$ cat src/rtl/alu_arbiter_pkg.sv
// Shared ALU opcode encoding, widths and arbiter state type.
// Opcodes 10..15 are undefined and make the ALU report an error.
package alu_arbiter_pkg;

  localparam int ALU_OP_W   = 4;
  localparam int ALU_DATA_W = 32;

  typedef logic [ALU_OP_W-1:0] alu_op_t;

  localparam alu_op_t ALU_OP_ADD  = 4'd0;
  localparam alu_op_t ALU_OP_SUB  = 4'd1;
  localparam alu_op_t ALU_OP_AND  = 4'd2;
  localparam alu_op_t ALU_OP_OR   = 4'd3;
  localparam alu_op_t ALU_OP_XOR  = 4'd4;
  localparam alu_op_t ALU_OP_SLL  = 4'd5;
  localparam alu_op_t ALU_OP_SRL  = 4'd6;
  localparam alu_op_t ALU_OP_SRA  = 4'd7;
  localparam alu_op_t ALU_OP_SLT  = 4'd8;
  localparam alu_op_t ALU_OP_SLTU = 4'd9;

  typedef enum logic {
    ST_EMPTY = 1'b0,
    ST_FULL  = 1'b1
  } arb_state_t;

endpackage

$ cat src/rtl/alu_arbiter_alu.sv
// Purely combinational 32-bit ALU. Undefined opcodes produce zero data
// with err set.
module alu_arbiter_alu
  import alu_arbiter_pkg::*;
(
  input  logic [ALU_OP_W-1:0]   op,
  input  logic [ALU_DATA_W-1:0] a,
  input  logic [ALU_DATA_W-1:0] b,
  output logic [ALU_DATA_W-1:0] result,
  output logic                  err
);

  always_comb begin
    // NOTE: every output gets a default before the case so no path can infer a latch.
    result = '0;
    err    = 1'b0;
    case (op)
      ALU_OP_ADD:  result = a + b;
      ALU_OP_SUB:  result = a - b;
      ALU_OP_AND:  result = a & b;
      ALU_OP_OR:   result = a | b;
      ALU_OP_XOR:  result = a ^ b;
      ALU_OP_SLL:  result = a << b[4:0];
      ALU_OP_SRL:  result = a >> b[4:0];
      ALU_OP_SRA:  result = $unsigned($signed(a) >>> b[4:0]);
      ALU_OP_SLT:  result = {31'd0, $signed(a) < $signed(b)};
      ALU_OP_SLTU: result = {31'd0, a < b};
      default:     err    = 1'b1;
    endcase
  end

endmodule

$ cat src/rtl/alu_arbiter.sv
// Two-requester round-robin front end for a single shared ALU, with a
// one-entry result register that allows back-to-back issue.
module alu_arbiter
  import alu_arbiter_pkg::*;
(
  input  logic                  clk,
  input  logic                  rst_n,
  input  logic                  req0_valid,
  output logic                  req0_ready,
  input  logic [ALU_OP_W-1:0]   req0_op,
  input  logic [ALU_DATA_W-1:0] req0_a,
  input  logic [ALU_DATA_W-1:0] req0_b,
  input  logic                  req1_valid,
  output logic                  req1_ready,
  input  logic [ALU_OP_W-1:0]   req1_op,
  input  logic [ALU_DATA_W-1:0] req1_a,
  input  logic [ALU_DATA_W-1:0] req1_b,
  output logic                  rsp0_valid,
  input  logic                  rsp0_ready,
  output logic                  rsp1_valid,
  input  logic                  rsp1_ready,
  output logic [ALU_DATA_W-1:0] rsp_data,
  output logic                  rsp_err
);

  arb_state_t            state, state_nxt;
  logic                  out_owner;
  logic                  out_err;
  logic [ALU_DATA_W-1:0] out_data;
  logic                  last_gnt;

  logic                  out_valid;
  logic                  consume;
  logic                  slot_free;
  logic                  gnt;
  logic                  accept;
  logic [ALU_OP_W-1:0]   mux_op;
  logic [ALU_DATA_W-1:0] mux_a, mux_b, alu_result;
  logic                  alu_err;

  assign out_valid = (state == ST_FULL);
  assign consume   = out_valid && (out_owner ? rsp1_ready : rsp0_ready);
  assign slot_free = !out_valid || consume;

  // On a tie the requester that did not win last time is granted.
  assign gnt    = (req0_valid && req1_valid) ? !last_gnt : req1_valid;
  assign accept = slot_free && (req0_valid || req1_valid) && rst_n;

  assign req0_ready = accept && !gnt;
  assign req1_ready = accept &&  gnt;

  assign mux_op = gnt ? req1_op : req0_op;
  assign mux_a  = gnt ? req1_a  : req0_a;
  assign mux_b  = gnt ? req1_b  : req0_b;

  alu_arbiter_alu u_alu (
    .op     (mux_op),
    .a      (mux_a),
    .b      (mux_b),
    .result (alu_result),
    .err    (alu_err)
  );

  always_comb begin
    state_nxt = state;
    if (accept)       state_nxt = ST_FULL;
    else if (consume) state_nxt = ST_EMPTY;
  end

  // NOTE: sequential state uses non-blocking assignments so all flops update together.
  always_ff @(posedge clk or negedge rst_n) begin
    if (!rst_n) state <= ST_EMPTY;
    else        state <= state_nxt;
  end

  always_ff @(posedge clk or negedge rst_n) begin
    if (!rst_n) begin
      out_owner <= 1'b0;
      out_err   <= 1'b0;
      out_data  <= '0;
      last_gnt  <= 1'b1;
    end else if (accept) begin
      out_owner <= gnt;
      out_err   <= alu_err;
      out_data  <= alu_result;
      last_gnt  <= gnt;
    end
  end

  assign rsp0_valid = out_valid && !out_owner;
  assign rsp1_valid = out_valid &&  out_owner;
  assign rsp_data   = out_data;
  assign rsp_err    = out_err;

endmodule
$ cat config.mk
export PLATFORM = sky130hd
export DESIGN_NAME = alu_arbiter
export DESIGN_NICKNAME = d
export VERILOG_FILES = /design/src/rtl/alu_arbiter_pkg.sv /design/src/rtl/alu_arbiter_alu.sv /design/src/rtl/alu_arbiter.sv
export SDC_FILE = /design/constraint.sdc
export NUM_CORES = 1
export LEC_CHECK = 0
export BUFFER_PORTS_ARGS = -buffer_cell sky130_fd_sc_hd__clkbuf_2
export CORE_UTILIZATION = 30
export CTS_CLUSTER_DIAMETER = 50
export DETAILED_ROUTE_END_ITERATION = 12
export GPL_TIMING_DRIVEN = 0
export RECOVER_POWER = 25
export REMOVE_ABC_BUFFERS = 1
export SLEW_MARGIN = 15
export SYNTH_ARGS = -nofsm -noshare
export SYNTH_HDL_FRONTEND = slang
export SYNTH_SLANG_ARGS = --single-unit
export TNS_END_PERCENT = 100
$ cat constraint.sdc
create_clock -name clk -period 13.45 [get_ports clk]
set_input_delay 2.69 -clock clk [delete_from_list [all_inputs] [get_ports clk]]
set_output_delay 2.69 -clock clk [all_outputs]
set_load 0.01 [all_outputs]
==> flow_summary_export.csv <==
group,metric,value,unit
outcome,status,"finished, violations left",
outcome,violations,"max-capacitance violations, max-slew violations",
clock_network,cts_resized,0,
logic_synthesis,synthCells,1940,
hold_path,worstHoldStart,"rsp_err",
setup_path,crit_buf_inv,2,
clock_network,cts_root_buf,"clkbuf_16",
timing,tns,0,ns
clock_network,clkLatencyLatePin,0.31,ns
logic_synthesis,synth_ff_type,"dfrtp_1",
clock_network,clk_pin_slew_worst_paths,0.06,ns
clock_network,cts_max_level,2,
cells_and_area,layout_common_cells,"386 x nand2_1, 175 x clkbuf_2, 164 x a21oi_1, 145 x nor2_1, 138 x mux2i_1",
setup_path,critPathMaxStageDelay,1.61,ns
logic_synthesis,ys_warn_count,0,
cells_and_area,diodes,0,
timing,slew_violations,38,
logic_synthesis,syn_avg_cell_area,6.54,sq um
drt,wl_met3,4210,microns
die,io_pins,179,
placed_design,hpwl,47200,microns
drt,drtIter0Drc,1537,
power_and_ir_drop,ir_drop,0.0495,mV
drt,drt_wl_total,59600,microns
drt,highest_layer,"met5",
power_and_ir_drop,p_per_area,92.2,nW/um^2
hold_path,whs_path_depth,2,
setup_path,start_kind,"input port",
cells_and_area,fillers,4593,
die,rows,74,
timing,fin_ws,4.74,ns
drt,wire_per_inst,23.5,microns
clock_network,clockBufferDepth,2,
logic_synthesis,ys_ff_latch,36,
clock_network,tritoncts,"yes",
setup_path,reg2reg_depth,16,
cells_and_area,num-nets-final,2247,
clock_network,cts_setup_buffers,0,
placed_design,gp_congestion,0.958,
cells_and_area,multiInputGateArea,10800,sq um
die,die_w,208,microns
drt,num_vias,15384,
timing,finClkSkew,0.00910,ns
logic_synthesis,synth_enable_flop_cells,0,
global_route,grt_pass1_wl,88700,microns
logic_synthesis,syn_area,12700,sq um
placed_design,io_buffer_count,178,
placed_design,dp_cells,2531,
logic_synthesis,synth_top_area_share,11.4,%
timing,tightest_slew,2.31,ns
setup_path,endpoint_kind,"output port",
setup_path,arrival,6.02,ns
cells_and_area,layout-drive-gt1-share,14.8,%
setup_path,path_max_fanout,37,
drt,postRouteAntennaNets,0,
hold_path,hold_end,"rsp_err",
run,drv_cap,1,
setup_path,crit_slowest_cell,"clkbuf_1",
setup_path,path_class,"in -> out",
global_route,grt_usage,26.4,%
cells_and_area,syn2layout_area_growth,12.8,%
cells_and_area,seqCellArea,902,sq um
global_route,grt-ovfl-total,0,
cells_and_area,instances_no_fill,2539,
power_and_ir_drop,leakagePower,6.43,nW
power_and_ir_drop,p_total,1.32,mW
setup_path,rrSetupSlack,7.36,ns
clock_network,cts_inserted_buffers,5,
logic_synthesis,ys_async_sr_fraction,100,%
timing,rsz0062_at_grt,"false",
drt,wl_met2,26800,microns
logic_synthesis,yosys.cell_types.count,99,
drt,drc,0,
clock_network,cts_sinks,36,
setup_path,path_delay_family,"buffers and inverters",
drt,routedLengthMet1,26900,microns
logic_synthesis,synth_top_cell_by_area,"nand2_1",
die,die_area,43100,sq um
timing,setup_viol,0,
setup_path,cp_cell_sequence,"clkbuf_1, o21ai_0, nand2b_2, nor2_1, clkbuf_2",
die,start_util,30.7,%
cells_and_area,layout_commonest_cell,"nand2_1",
setup_path,r2r_end,"rsp_data[24]",
setup_path,cp.required,10.76,ns
setup_path,r2r-start,"last_gnt",
logic_synthesis,ys_seq_area_share,7.11,%
drt,firstDrtPassIters,8,
clock_network,postCtsHoldBufs,0,
logic_synthesis,synth_area_leaders,"nand2_1 11%, mux2i_1 11%, ha_1 9.6%, dfrtp_1 6.9%, a21oi_1 6.5%",
drt,vias_per_cell,6.06,
timing,finalHoldViolations,0,
global_route,grt_max_degree,78,
hold_path,hold_class,"reg -> reg",
global_route,grt_pass1_vias,14112,
die,die_y,208,microns
placed_design,dp_slack,5.06,ns
global_route,antenna_found_initial,1,
timing,min_period,8.71,ns
timing,period_share,64.7,%
timing,slew_headroom,-53.8,%
die,core,41300,sq um
timing,fmax,0.115,GHz
==> cell type report <==
cell class	count	share of cell area, %
Timing Repair Buffer	202	9.78
Clock buffer	5	0.874
Multi-Input combinational cell	1668	75.8
Sequential cell	36	6.30
Inverter	93	2.47
Clock inverter	3	0.166
Tap cell	532	4.65
==> layer usage <==
| layer | GRT usage (%) | up-vias |
|---|---|---|
| li1 | - | 7187 |
| met3 | 3.01 | 103 |
| met4 | 7.33 | 2 |
| met5 | 0 | - |
| met2 | 42.7 | 712 |
| met1 | 36.9 | 7380 |
==> worst max path at each step <==
stage                     slack [ns]        from  cells past startpoint      endpoint
after global placement         -2.74  req1_valid                      7  rsp_data[25]
after global routing            4.23       rst_n                      5    req1_ready
final                           4.74       rst_n                      5    req1_ready
after CTS                       5.34  req0_valid                     17  rsp_data[24]
after detailed placement        5.06  req0_valid                     17  rsp_data[24]
after floorplan                 3.04  req1_valid                     15  rsp_data[24]
==> worst register-to-register path, cell delays in order (launching register included) <==
cell and delay, ns:
dfstp_2 0.39, a21boi_4 0.55, buf_16 0.25, buf_16 0.22, mux2_4 0.78, inv_4 0.61, fa_1 0.61, o21ba_2 0.25
o21ai_0 0.25, o2111ai_1 0.29, o211a_1 0.33, nor4_1 0.36, nor3_1 0.12, o21ai_0 0.38, a31oi_1 0.17, xnor2_1 0.26
o221ai_2 0.12
==> synth_stat cells (4+ instances only) <==
cell / instances
o22ai_1: 22
o21bai_1: 18
nor4_1: 11
o211ai_1: 26
nor2_1: 147
a22oi_1: 18
a222oi_1: 10
nand2b_1: 25
a31oi_1: 43
a211o_1: 4
o221ai_1: 14
nand4_1: 7
nor2b_1: 30
nor3_1: 30
o2111ai_1: 9
mux2i_1: 138
a21o_1: 13
and3_1: 6
xnor2_1: 27
mux2_2: 33
a211oi_1: 55
clkbuf_1: 71
nand3_1: 51
o31a_1: 4
buf_2: 48
xor2_1: 5
a311oi_1: 7
ha_1: 97
buf_1: 12
and2_1: 12
nand2_1: 387
buf_4: 7
o21ai_0: 123
a2111oi_0: 5
a21oi_1: 165
o21a_1: 4
o31ai_1: 20
a221oi_1: 13
o41ai_1: 4
buf_6: 5
inv_1: 86
dfrtp_1: 35
==> power breakdown <==
group	internal, mW	switching (mW)
Sequential	0.131	0.0241
Clock	0.0692	0.0574
Combinational	0.365	0.674
==> logic make-up after synthesis <==
logic type      count (synthesis)  share of synthesized area (%)
compound gates                630                           33.1
xor+xnor                       32                           2.21
fa+ha+maj                      99                           9.88
buf+inv                       236                           7.99
flops                          36                           7.11
mux                           177                           14.7
simple gates                  730                           25.0
==> per-stage QoR <==
stage	hold slack (ns)	instance area [sq um]	utilization (%)
floorplan	0.488	12000	-
global placement	0.466	13600	32.9
detailed placement	0.469	14200	34.3
CTS	0.484	14300	34.7
global route	0.516	14300	34.7
finish	0.481	14300	34.7
==> sequential cells by signal, summed over array words and instances, names as in the netlist <==
register / count
out_owner: 1
last_gnt: 1
rsp_data: 32
out_valid: 1
rsp_err: 1
No activity file was read; power rests on OpenSTA's default activity.
